`src/rtl/alu_div_seq_if.sv`:
```
// Divider request/response bundle between the execute stage and alu_div_seq.
// The master drives the operands and start pulse; the slave returns the results.
interface alu_div_seq_if;
    logic        start;
    logic        op_signed;
    logic [31:0] dividend;
    logic [31:0] divisor;
    logic        busy;
    logic        done;
    logic [31:0] quotient;
    logic [31:0] remainder;
    logic        div_by_zero;
    logic        sign_ovf;

    modport master (
        output start, op_signed, dividend, divisor,
        input  busy, done, quotient, remainder, div_by_zero, sign_ovf
    );

    modport slave (
        input  start, op_signed, dividend, divisor,
        output busy, done, quotient, remainder, div_by_zero, sign_ovf
    );
endinterface

```
`src/rtl/alu_div_seq.sv`:
```
// Sequential restoring divider: one trial subtraction per cycle on a shared
// 32-bit add/sub unit, with signed/unsigned modes and fixed special results.
module alu_div_seq #(
    parameter logic [31:0] DIV0_QUOT = 32'hFFFF_FFFF,
    parameter int          ITERS     = 32
) (
    input logic         clk,
    input logic         rst,
    alu_div_seq_if.slave bus
);

    if (ITERS != 32) begin : g_bad_iters
        $error("alu_div_seq: ITERS must be 32");
    end

    localparam logic [4:0] LAST = 5'(ITERS - 1);

    typedef enum logic [2:0] {
        S_IDLE, S_PREP, S_ITER, S_FIX, S_DONE
    } state_t;

    state_t      state_q, state_d;
    logic        sgn_q, sgn_d;
    logic [31:0] a_q, a_d;
    logic [31:0] b_q, b_d;
    logic [31:0] dmag_q, dmag_d;
    logic        qneg_q, qneg_d;
    logic        rneg_q, rneg_d;
    logic [31:0] r_q, r_d;
    logic [31:0] q_q, q_d;
    logic [4:0]  cnt_q, cnt_d;
    logic [31:0] quot_q, quot_d;
    logic [31:0] rem_q, rem_d;
    logic        dbz_q, dbz_d;
    logic        ovf_q, ovf_d;

    logic [31:0] add_a, add_b, add_res;
    logic        add_sub, add_co;
    logic [32:0] rs;
    logic        a_neg, b_neg, ok;

    // Shared add/sub unit; carry out of a subtraction means a >= b.
    always_comb begin
        {add_co, add_res} = {1'b0, add_a}
                          + {1'b0, add_b ^ {32{add_sub}}}
                          + {32'd0, add_sub};
    end

    // Next-state and datapath sequencing.
    always_comb begin
        state_d = state_q;
        sgn_d   = sgn_q;
        a_d     = a_q;
        b_d     = b_q;
        dmag_d  = dmag_q;
        qneg_d  = qneg_q;
        rneg_d  = rneg_q;
        r_d     = r_q;
        q_d     = q_q;
        cnt_d   = cnt_q;
        quot_d  = quot_q;
        rem_d   = rem_q;
        dbz_d   = dbz_q;
        ovf_d   = ovf_q;
        add_a   = 32'd0;
        add_b   = 32'd0;
        add_sub = 1'b1;
        rs      = {r_q, q_q[31]};
        a_neg   = sgn_q & a_q[31];
        b_neg   = sgn_q & b_q[31];
        ok      = 1'b0;
        unique case (state_q)
            S_IDLE: begin
                if (bus.start) begin
                    sgn_d   = bus.op_signed;
                    a_d     = bus.dividend;
                    b_d     = bus.divisor;
                    state_d = S_PREP;
                end
            end
            S_PREP: begin
                dmag_d = b_neg ? (32'd0 - b_q) : b_q;
                qneg_d = a_neg ^ b_neg;
                rneg_d = a_neg;
                r_d    = 32'd0;
                q_d    = a_neg ? (32'd0 - a_q) : a_q;
                cnt_d  = 5'd0;
                if (b_q == 32'd0) begin
                    quot_d  = DIV0_QUOT;
                    rem_d   = a_q;
                    dbz_d   = 1'b1;
                    ovf_d   = 1'b0;
                    state_d = S_DONE;
                end else if (sgn_q && a_q == 32'h8000_0000
                             && b_q == 32'hFFFF_FFFF) begin
                    quot_d  = 32'h8000_0000;
                    rem_d   = 32'd0;
                    dbz_d   = 1'b0;
                    ovf_d   = 1'b1;
                    state_d = S_DONE;
                end else begin
                    state_d = S_ITER;
                end
            end
            S_ITER: begin
                add_a = rs[31:0];
                add_b = dmag_q;
                ok    = rs[32] | add_co;
                r_d   = ok ? add_res : rs[31:0];
                q_d   = {q_q[30:0], ok};
                cnt_d = cnt_q + 5'd1;
                if (cnt_q == LAST) begin
                    state_d = S_FIX;
                end
            end
            S_FIX: begin
                add_a   = 32'd0;
                add_b   = q_q;
                quot_d  = qneg_q ? add_res : q_q;
                rem_d   = rneg_q ? (32'd0 - r_q) : r_q;
                dbz_d   = 1'b0;
                ovf_d   = 1'b0;
                state_d = S_DONE;
            end
            S_DONE: begin
                state_d = S_IDLE;
            end
            default: begin
                state_d = S_IDLE;
            end
        endcase
    end

    // State and datapath registers with synchronous reset.
    always_ff @(posedge clk) begin
        if (rst) begin
            state_q <= S_IDLE;
            sgn_q   <= 1'b0;
            a_q     <= 32'd0;
            b_q     <= 32'd0;
            dmag_q  <= 32'd0;
            qneg_q  <= 1'b0;
            rneg_q  <= 1'b0;
            r_q     <= 32'd0;
            q_q     <= 32'd0;
            cnt_q   <= 5'd0;
            quot_q  <= 32'd0;
            rem_q   <= 32'd0;
            dbz_q   <= 1'b0;
            ovf_q   <= 1'b0;
        end else begin
            state_q <= state_d;
            sgn_q   <= sgn_d;
            a_q     <= a_d;
            b_q     <= b_d;
            dmag_q  <= dmag_d;
            qneg_q  <= qneg_d;
            rneg_q  <= rneg_d;
            r_q     <= r_d;
            q_q     <= q_d;
            cnt_q   <= cnt_d;
            quot_q  <= quot_d;
            rem_q   <= rem_d;
            dbz_q   <= dbz_d;
            ovf_q   <= ovf_d;
        end
    end

    assign bus.busy        = (state_q == S_PREP) || (state_q == S_ITER)
                           || (state_q == S_FIX);
    assign bus.done        = (state_q == S_DONE);
    assign bus.quotient    = quot_q;
    assign bus.remainder   = rem_q;
    assign bus.div_by_zero = dbz_q;
    assign bus.sign_ovf    = ovf_q;

endmodule
```
`src/flat_wrapper.sv`:
```
// flat-port wrapper written by rule: the top's interface ports become plain ports
module alu_div_seq_flat 
#(
    parameter logic [31:0] DIV0_QUOT = 32'hFFFF_FFFF,
    parameter int          ITERS     = 32
)
  (clk, rst, bus_start, bus_op_signed, bus_dividend, bus_divisor, bus_busy, bus_done, bus_quotient, bus_remainder, bus_div_by_zero, bus_sign_ovf);
  alu_div_seq_if bus_i ();
  input logic clk;
  input logic rst;
  input wire logic [$bits(bus_i.start)-1:0] bus_start;
  input wire logic [$bits(bus_i.op_signed)-1:0] bus_op_signed;
  input wire logic [$bits(bus_i.dividend)-1:0] bus_dividend;
  input wire logic [$bits(bus_i.divisor)-1:0] bus_divisor;
  output wire logic [$bits(bus_i.busy)-1:0] bus_busy;
  output wire logic [$bits(bus_i.done)-1:0] bus_done;
  output wire logic [$bits(bus_i.quotient)-1:0] bus_quotient;
  output wire logic [$bits(bus_i.remainder)-1:0] bus_remainder;
  output wire logic [$bits(bus_i.div_by_zero)-1:0] bus_div_by_zero;
  output wire logic [$bits(bus_i.sign_ovf)-1:0] bus_sign_ovf;
  assign bus_i.start = bus_start;
  assign bus_i.op_signed = bus_op_signed;
  assign bus_i.dividend = bus_dividend;
  assign bus_i.divisor = bus_divisor;
  assign bus_busy = bus_i.busy;
  assign bus_done = bus_i.done;
  assign bus_quotient = bus_i.quotient;
  assign bus_remainder = bus_i.remainder;
  assign bus_div_by_zero = bus_i.div_by_zero;
  assign bus_sign_ovf = bus_i.sign_ovf;
  alu_div_seq #(.DIV0_QUOT(DIV0_QUOT), .ITERS(ITERS)) u_core (.clk(clk), .rst(rst), .bus(bus_i));
endmodule
```
`config.mk`:
```
export PLATFORM = sky130hd
export DESIGN_NAME = alu_div_seq_flat
export DESIGN_NICKNAME = d
export VERILOG_FILES = /design/src/rtl/alu_div_seq_if.sv /design/src/rtl/alu_div_seq.sv /design/src/flat_wrapper.sv
export SDC_FILE = /design/constraint.sdc
export NUM_CORES = 1
export LEC_CHECK = 0
export CAP_MARGIN = 20
export CELL_PAD_IN_SITES_DETAIL_PLACEMENT = 0
export CELL_PAD_IN_SITES_GLOBAL_PLACEMENT = 1
export CORE_UTILIZATION = 45
export DETAILED_ROUTE_END_ITERATION = 10
export PLACE_DENSITY = 0.93
export SYNTH_ARGS = -nofsm -noshare
export SYNTH_HDL_FRONTEND = slang
export SYNTH_SLANG_ARGS = --single-unit
```
`constraint.sdc`:
```
create_clock -name clk -period 12.4 [get_ports clk]
set_input_delay 1.86 -clock clk [delete_from_list [all_inputs] [get_ports clk]]
set_output_delay 1.86 -clock clk [all_outputs]
set_load 0.1 [all_outputs]
```
Word-level counts from Yosys, hierarchy flattened
Cells that the tools add are included.
Storage, ports and cells
  logic and storage cells: 73
  register bits: 237
  input port bits: 68
  output and inout port bits: 68
Operators by class
  add/sub/neg operators: 6
  reduce and logical (&&, ||, !) cells: 11
  bitwise gates (word level): 5
  equality and inequality tests: 10
  multiplexer cells: 27
Operator list (count)
  $mux W32: 10
  $pmux W32 S2: 5
  $sub A1 B32 Y32 const A: 3
  $eq A32 B32 Y1 const B: 2
  $add A32 B32 Y33: 1
  $add A33 B1 Y33 const B: 1
  $logic_not A32 Y1: 1
  $not A32 Y32: 1
  $mux W3: 4
  $pmux W3 S4: 1
  $pmux W5 S2: 1
  $eq A3 B2 Y1 const B: 2
  $reduce_and A2 Y1: 3
  $add A5 B1 Y5 const B: 1
  $eq A5 B5 Y1 const B: 1
  $mux W1: 4
  $pmux W1 S2: 2
  $reduce_bool A2 Y1: 2
  $eq A3 B1 Y1 const B: 1
  $eq A3 B3 Y1 const B: 1
  $logic_not A3 Y1: 1
  $ne A3 B1 Y1 const B: 1
  $and A1 B1 Y1: 2
  $logic_and A1 B1 Y1: 2
  other kinds (5): 6

Logic depth before layout (Yosys ltp)
Gate-level depths: netlist (run 1).
  depth after elaboration: 8
  depth in mapped cells: 20
  depth with buffers taken out: 14

Worst setup path before layout (run 1)
Ideal clock, no wire load.
  path type: register -> register
  start: reg u_core.state_q[0]
  end: reg u_core.quot_q[29] (netlist: u_core.bus.quotient[29])
  cell stages (with the launch flop): 16
  slack: 8.085 ns
  period minus slack after synthesis: 4.315 ns
  arrival time: 4.193 ns
  cell sequence: dfxtp_1 > nor2b_1 > clkbuf_1 > and2_0 > dlygate4sd2_1 > clkbuf_8 > clkbuf_1 > a22oi_1 > ha_1 > o2111ai_1 > a2111oi_0 > o32ai_1 > o41ai_1 > a21oi_1 > xnor2_1 > o311a_1
On the way
  word-level cells in the longest chain between the ends: 7
  elaborated cells on any way between the ends: 13
  those cells by class: add/sub: 2; eq/ne: 4; mux: 4; bitwise: 1; reduce/logical: 2
RTL lines
  from (decl): RTL line alu_div_seq.sv:22  | state_t state_q, state_d;
  from (signal assigned): RTL line alu_div_seq.sv:152  | state_q <= state_d;
  $eq A3 B2 Y1: RTL line alu_div_seq.sv:72  | unique case (state_q)
  $pmux W32 S2: RTL line alu_div_seq.sv:72
  $not A32 Y32 (no source line)
  $add A32 B32 Y33: RTL line alu_div_seq.sv:45  | + {1'b0, add_b ^ {32{add_sub}}}
  $add A33 B1 Y33: RTL line alu_div_seq.sv:46  | + {32'd0, add_sub};
  $mux W32: RTL line alu_div_seq.sv:119  | quot_d = qneg_q ? add_res : q_q;
  $pmux W32 S2: RTL line alu_div_seq.sv:72
  to (signal assigned): RTL line alu_div_seq.sv:162  | quot_q <= quot_d;
  to (decl): RTL line alu_div_seq.sv:32  | logic [31:0] quot_q, quot_d;
Several ways; a longest one is shown, not always the timed one.
A chain may end at the register's enable or synchronous reset.

Final worst setup path (run 1)
  start: reg u_core.state_q[0]
  end: reg u_core.quot_q[25] (netlist: u_core.bus.quotient[25])
The elaborated chain is that of the path after synthesis.

==> results.cfg, run 1 <==
[power]
vdd_drop_max_mv = 0.105
power_density_mw_per_mm2 = 136
p_sw_mw = 0.682
intPower_mw = 1.46
leakagePower_nw = 5.77
seqPwrFrac_pct = 40.0
power_frac_clock_pct = 39.1
power_mw = 2.14
p_sw_share_pct = 31.9
combinationalPowerShare_pct = 20.9

[clock_tree]
numCtsBuffers = 28
clock-root-buffer = clkbuf_16
cts-resized-gates = 0
cts_setup_buffers = 0
cts_max_level = 1
tritoncts = yes
clkTransAtPathRegs_ps = 60
cts_max_path_buffers = 3
cts.sinks = 237
clk_latency_ps = 580
cts_hold_buf = 0

[final_layout]
final_cell_mix = 255 x nand2_1, 237 x dfxtp_1, 205 x a21oi_1
syn_to_final_growth_pct = 17.5
nets = 1854
final_common_cell = nand2_1
n_antenna_cell = 0
final_core_util_pct = 54.2
finalNonFillerCells = 2150
drive_gt1_share_pct = 4.93

[synth]
synth_adder_area_share_pct = 3.70
synth_xor_area_share_pct = 7.39
synth_mux_area_share_pct = 2.42
ys.flop_type = dfxtp_1
seq_area_frac_synth_pct = 35.4
synth.avg_cell_area_sq_um = 7.86
synth_nets = 1812
synth_warnings = 0
ys_ff_latch = 237
synth_cells = 1705
synth_top_family_by_area = compound AO/OA/AOI/OAI gates
synth_compound_area_share_pct = 26.6
synth_edf_count = 0
syn-cell-area_sq_mm = 0.0134
ys_types = 76
yosys.area_share.simple_pct = 19.5
synth-async-reset-ratio_pct = 0

[setup_path]
critical-path-slowest-cell = o41ai_1
reg2reg_slack_ps = 6770
crit_type = flip-flop to flip-flop
rr_worst_depth = 15
cp.required_ps = 12840
endpoint_kind = flip-flop
worstReg2RegEnd = u_core.bus.quotient[25]
crit_path_end = u_core.bus.quotient[25]
critPathLaunch = u_core.state_q[0]
timing.rr.start = u_core.state_q[0]
max_stage_delay_ps = 940
cp.arrival_ps = 6070
worstSetupStartpointType = flip-flop
worstPathCellList = nor2b_1 -> and2_2 -> buf_4 -> a22o_1 -> inv_1 -> ha_1 -> nor2b_1 -> o2111ai_1 -> a2111oi_0 -> o32ai_1 -> o41ai_1 -> mux2i_1 -> nor3_1 -> o21ai_0 -> a22o_1
worstPathMaxFanout = 76

[floorplanning]
die_h_um = 175
rows = 62
core_sq_mm = 0.0290
fp.dieW_um = 175
start_util_pct = 46.2
fp.dieArea_sq_mm = 0.0305
io_pins = 136

[run]
cap_violations = 0

[timing]
hold_viol = 0
grt_setup_unrepaired = false
finalSetupTns_ps = 0
tightest_slew_ps = 1110
fin_crit_sh_pct = 45.4
fmax_mhz = 178
final-max-slew-violation-count = 0
hold_ws_ps = 481
skew_ps = 40.4
finalCriticalPeriod_ps = 5630
slew_headroom_pct = 26.0
setup-violations-final = 0

[global_route]
gr-total-overflow = 0
grt_pass1_vias = 12000
grt_usage_pct = 29.9
grt_max_degree = 115
grt_first_pass_wirelength_mm = 71.6
antenna_found_initial = 0

[route]
via_count = 13300
post-route-drc-count = 0
dr.pass1.iters = 6
antenna_left = 0
wl_mm = 46.4
wire_per_inst_um = 21.6
drtIter0Drc = 1602
viasPerCell = 6.17

[run_status]
outcome = finished clean

[place]
dp_cells = 2100
gp_congestion = 0.974
port_buffers = 135
hpwl_mm = 33.8

[min_path]
hold_path.class = flip-flop to flip-flop
==> how the worst min path moves through the flow <==
stage / cells past startpoint / slack [ps] / end / startpoint
after detailed placement: 2 / 470 / u_core.dmag_q[28] / u_core.dmag_q[28]
after global routing: 2 / 490 / u_core.dmag_q[28] / u_core.dmag_q[28]
after global placement: 2 / 450 / u_core.dmag_q[29] / u_core.dmag_q[29]
after floorplan: 2 / 430 / u_core.dmag_q[28] / u_core.dmag_q[28]
final: 2 / 480 / u_core.dmag_q[28] / u_core.dmag_q[28]
after CTS: 2 / 480 / u_core.dmag_q[28] / u_core.dmag_q[28]
==> state kept, by name, indices dropped and copies added (netlist names) <==
register,count
u_core.a_q,32
u_core.b_q,32
u_core.bus.div_by_zero,1
u_core.bus.quotient,32
u_core.bus.remainder,32
u_core.bus.sign_ovf,1
u_core.cnt_q,5
u_core.dmag_q,32
u_core.q_q,32
u_core.qneg_q,1
u_core.r_q,32
u_core.rneg_q,1
u_core.sgn_q,1
u_core.state_q,3
==> power groups by stage <==
stage | sequential [mW] | combinational (mW) | clock (mW)
floorplan | 0.862 | 0.308 | 0
global placement | 0.868 | 0.433 | 0
detailed placement | 0.869 | 0.435 | 0
CTS | 0.853 | 0.438 | 0.842
global route | 0.859 | 0.482 | 0.876
finish | 0.856 | 0.447 | 0.836
==> synthesized netlist by cell type, drive strengths merged (30+ instances only) <==
cell | n | share of area, %
clkbuf | 127 | 3.9
a22oi | 67 | 3.8
ha | 38 | 3.5
and3 | 32 | 1.5
xnor2 | 81 | 5.3
nor2 | 151 | 4.2
a21oi | 205 | 7.7
nor3 | 30 | 1.2
xor2 | 32 | 2.1
o21ai | 89 | 3.4
a211oi | 38 | 2.1
nand2 | 255 | 7.1
dfxtp | 237 | 35
==> layer usage <==
metal / up-vias / wire length (um) / global-route usage (%)
met3: 73 / 3890 / 4.44
met2: 595 / 20200 / 45.4
met1: 6330 / 21000 / 43.9
li1: 6272 / - / -
met5: - / 0 / 0
met4: 0 / 1200 / 7.97
==> metrics by stage <==
stage / setup slack, ps / cell area [sq um]
after floorplan: 8090 / 13400
after global placement: 6940 / 14800
after detailed placement: 6900 / 14800
after CTS: 6830 / 15700
after global routing: 6340 / 15700
final: 6770 / 15700
==> area by class of cell <==
type | count | area [sq um]
multi-input combinational | 1310 | 8010
tap | 384 | 480
clock inverter | 12 | 175
inverter | 19 | 71.3
clock buffer | 37 | 764
timing repair buffer | 151 | 1490
sequential | 237 | 4740
fill | 2800 | 13300
==> critical path, delay by kind of cell (launching register included) <==
kind / cells / cell delay (ps)
AO/OA/AOI/OAI: 7 / 2710
adder cells (fa/ha/maj): 1 / 260
buffers and inverters: 2 / 760
flip-flops: 1 / 400
multiplexers: 1 / 240
AND/OR/NAND/NOR: 4 / 1110
==> logic make-up after synthesis <==
family | Yosys count
adder cells (fa/ha/maj) | 39
buffers and inverters | 158
multiplexers | 32
flip-flops | 237
AND/OR/NAND/NOR | 575
AO/OA/AOI/OAI | 551
XOR/XNOR | 113
No activity file was read; power rests on OpenSTA's default activity.
==> run 2: changes to the inputs <==
CORE_UTILIZATION = 43   (was 45)
PLACE_DENSITY = 0.9   (was 0.93)
clock period = 5.75 ns   (was 12.4 ns; I/O delays follow)
==> results.cfg, run 2 (synthesis gave the netlist of run 1 again) <==
[min_path]
hold_path.class = flip-flop to flip-flop
hold_start = u_core.bus.quotient[3]

[clock_tree]
cts_max_level = 1
numCtsBuffers = 26
clk_latency_ps = 550
clock-root-buffer = clkbuf_16
cts-resized-gates = 0
tritoncts = yes
clkTransAtPathRegs_ps = 70
cts_max_path_buffers = 3
cts_hold_buf = 0
cts_setup_buffers = 0
cts.sinks = 237

[timing]
hold_viol = 0
finalSetupTns_ps = 0
slew_headroom_pct = 31.1
setup-violations-final = 0
fin_ws_ps = 846
fin_crit_sh_pct = 85.3
fmax_mhz = 204
tightest_slew_ps = 1030
finalCriticalPeriod_ps = 4900
final-max-slew-violation-count = 0
skew_ps = 27.9
grt_setup_unrepaired = false

[power]
vdd_drop_max_mv = 0.208
power_mw = 4.47
power_density_mw_per_mm2 = 284
leakagePower_nw = 5.80

[place]
hpwl_mm = 34.2
port_buffers = 135
pre_cts_ws_ps = 1060
placed_area_sq_mm = 0.0149
gp_congestion = 0.984

[route]
drtIter0Drc = 1670
dr.pass1.iters = 7
wire_per_inst_um = 21.3
wl_mm = 46.1
via_count = 13400
antenna_left = 0
viasPerCell = 6.16
post-route-drc-count = 0

[final_layout]
n_antenna_cell = 0
final_core_util_pct = 51.5
final_cell_mix = 255 x nand2_1, 237 x dfxtp_1, 205 x a21oi_1
design_area_sq_mm = 0.0158
nets = 1861
syn_to_final_growth_pct = 17.6
drive_gt1_share_pct = 5.53
final_common_cell = nand2_1
nFillCells = 2980

[setup_path]
worstSetupStartpointType = flip-flop
crit_type = flip-flop to flip-flop
critPathLaunch = u_core.state_q[0]
worstPathMaxFanout = 33
timing.rr.start = u_core.state_q[0]
cp.arrival_ps = 5260
cp.required_ps = 6110
endpoint_kind = flip-flop

[global_route]
gr-total-overflow = 0
grt_first_pass_wirelength_mm = 70.6
grt_usage_pct = 28.7
grt_pass1_vias = 12200
antenna_found_initial = 0
grt_max_degree = 109

[floorplanning]
fp.dieArea_sq_mm = 0.0319
io_pins = 136
fp.dieW_um = 178
core_sq_mm = 0.0306
die_h_um = 178
start_util_pct = 43.8
rows = 64

[run_status]
outcome = finished clean

[run]
cap_violations = 0
-- run 2: changes by cell type in the layout (fill, tap and decap cells not counted), moves of 3 or more --
cell	before	now
buf_4	15	23
clkbuf_1	6	3
clkbuf_8	3	6
clkinv_2	3	9
clkinvlp_4	3	0
-- run 2: path summary, 6_finish.rpt --
kind	slack, ps	end	cells past startpoint
max reg2reg	850	u_core.r_q[7]	15
min	490	u_core.bus.quotient[3]	2
min reg2reg	490	u_core.bus.quotient[3]	2
max	850	u_core.r_q[7]	15
-- run 2: layout make-up --
| type | instances | area [sq um] | share of cell area, % |
|---|---|---|---|
| timing repair buffer | 160 | 1580 | 10.0 |
| tap | 396 | 495 | 3.15 |
| sequential | 237 | 4740 | 30.1 |
| multi-input combinational | 1310 | 8020 | 50.9 |
| clock inverter | 12 | 100 | 0.635 |
| inverter | 19 | 71.3 | 0.453 |
| clock buffer | 35 | 744 | 4.73 |
-- run 2: layer usage --
| layer | part of all wire (%) | track usage, % |
|---|---|---|
| met5 | 0 | 0 |
| met4 | 4.3 | 11.7 |
| met3 | 10 | 4.01 |
| met2 | 43 | 43.0 |
| met1 | 43 | 41.0 |
-- run 2: through the flow --
step | cells | hold slack, ps
finish | 2169 | 487
global route | 2169 | 514
CTS | 2167 | 492
detailed placement | 2120 | 477
global placement | 2119 | 470
floorplan | 1705 | 432
-- run 2: power by group --
group | internal (mW) | total (mW) | switching (mW)
Combinational | 0.356 | 0.966 | 0.610
Sequential | 1.72 | 1.85 | 0.134
Clock | 0.952 | 1.65 | 0.700
-- run 2: worst max-delay path, cell delays in order, from the launching register on --
cell and delay [ps]:
dfxtp_1 410, nor2b_1 160, buf_4 170, and2_2 400, buf_4 380, a22oi_1 160
ha_1 380, a21oi_1 390, nand2_1 170, o2111ai_1 280, a211oi_1 130, nor3_1 400
o31a_2 350, buf_4 450, mux2i_1 310, a211oi_1 110
==> run 3: changes to the inputs <==
CORE_MARGIN = 2   (was default)
==> results.cfg, run 3 (synthesis gave the netlist of run 1 again) <==
[clock_tree]
cts.sinks = 237
clock-root-buffer = clkbuf_16
cts_setup_buffers = 0
numCtsBuffers = 26
cts_max_path_buffers = 3
cts-resized-gates = 0
tritoncts = yes
cts_hold_buf = 0
clkTransAtPathRegs_ps = 70
clk_latency_ps = 530
cts_max_level = 1

[min_path]
hold_path.class = flip-flop to flip-flop

[setup_path]
endpoint_kind = flip-flop
worstSetupStartpointType = flip-flop
worstPathMaxFanout = 28
crit_type = flip-flop to flip-flop
cp.arrival_ps = 5470
cp.required_ps = 6170

[power]
power_density_mw_per_mm2 = 287
seqPwrFrac_pct = 41.1
power_frac_clock_pct = 37.5
leakagePower_nw = 5.77
p_sw_mw = 1.42
vdd_drop_max_mv = 0.197
p_sw_share_pct = 31.6
intPower_mw = 3.08
combinationalPowerShare_pct = 21.4

[final_layout]
n_antenna_cell = 0
nets = 1856
nFillCells = 2930
final_cell_mix = 255 x nand2_1, 237 x dfxtp_1, 205 x a21oi_1
design_area_sq_mm = 0.0157
finalNonFillerCells = 2164
syn_to_final_growth_pct = 17.2
final_common_cell = nand2_1
drive_gt1_share_pct = 5.26

[place]
placed_area_sq_mm = 0.0148
hpwl_mm = 34.1
gp_congestion = 0.993
port_buffers = 135
dp_cells = 2116

[timing]
slew_headroom_pct = 21.3
grt_setup_unrepaired = false
fin_crit_sh_pct = 87.8
hold_viol = 0
fmax_mhz = 198
finalCriticalPeriod_ps = 5050
final-max-slew-violation-count = 0
tightest_slew_ps = 1170
finalSetupTns_ps = 0
skew_ps = 13.1
setup-violations-final = 0

[route]
wl_mm = 45.9
antenna_left = 0
drtIter0Drc = 1555
viasPerCell = 6.16
via_count = 13300
dr.pass1.iters = 6
wire_per_inst_um = 21.2
post-route-drc-count = 0

[global_route]
gr-total-overflow = 0
grt_pass1_vias = 12200
grt_max_degree = 119
grt_first_pass_wirelength_mm = 70.4
grt_usage_pct = 26.8
antenna_found_initial = 0

[floorplanning]
fp.dieArea_sq_mm = 0.0326
start_util_pct = 43.7
fp.dieW_um = 180
die_h_um = 180
io_pins = 136
rows = 64
core_sq_mm = 0.0307

[run]
cap_violations = 0

[run_status]
outcome = finished clean
-- run 3: cell types whose count changed in the layout (fill, tap and decap cells not counted), sizes merged --
cell | before | now
buf | 26 | 21
clkinv | 11 | 8
bufinv | 1 | 2
clkbuf | 35 | 36
clkinvlp | 0 | 1
-- run 3: per-layer routing --
layer	part of all wire (%)	wire [um]	GRT usage, %
met4	4.1	1870	9.81
met3	10	4570	4.12
met2	43	19600	41.1
met1	43	19800	38.1
met5	0	0	0
-- run 3: power groups by stage --
stage | Sequential (mW) | Clock, mW | Combinational, mW
finish | 1.85 | 1.69 | 0.960
detailed placement | 1.88 | 0 | 0.936
CTS | 1.84 | 1.70 | 0.943
global route | 1.85 | 1.77 | 1.03
global placement | 1.88 | 0 | 0.935
floorplan | 1.86 | 0 | 0.665
-- run 3: final cells by class --
class                      instances  area, sq um  area share [%]
sequential                       237         4740            30.2
tap                              396          495            3.16
clock buffer                      36          759            4.84
inverter                          19         71.3           0.454
timing repair buffer             155         1500            9.57
clock inverter                    11          108           0.685
multi-input combinational       1310         8020            51.1
-- run 3: path summary, 6_finish.rpt --
path,from,to,slack (ps),depth (start not counted)
hold reg to reg,u_core.bus.quotient[14],u_core.bus.quotient[14],490,2
setup / recovery,u_core.state_q[0],u_core.bus.quotient[29],700,14
hold / removal,u_core.bus.quotient[14],u_core.bus.quotient[14],490,2
setup reg to reg,u_core.state_q[0],u_core.bus.quotient[29],700,14
-- run 3: per-stage QoR --
stage	power [mW]	hold WS, ps	worst slack, ps	utilization, %
2_1_floorplan	2.52	432	1440	-
3_3_place_gp	2.81	471	974	48.3
3_5_place_dp	2.81	477	811	48.3
4_1_cts	4.49	492	781	51.2
5_1_grt	4.66	508	421	51.2
6_report	4.50	485	703	51.2
-- run 3: worst max-delay path, cell delays in order (launching register included) --
cell       delay [ps]
dfxtp_1           400
nor2b_1           170
buf_4             180
and2_2            480
a22o_1            280
inv_1              60
ha_1              270
nor2b_1           180
o2111ai_1         220
a2111oi_0         660
o32ai_1           270
o41ai_1          1040
a21oi_1           180
xnor2_1           200
o311a_1           340
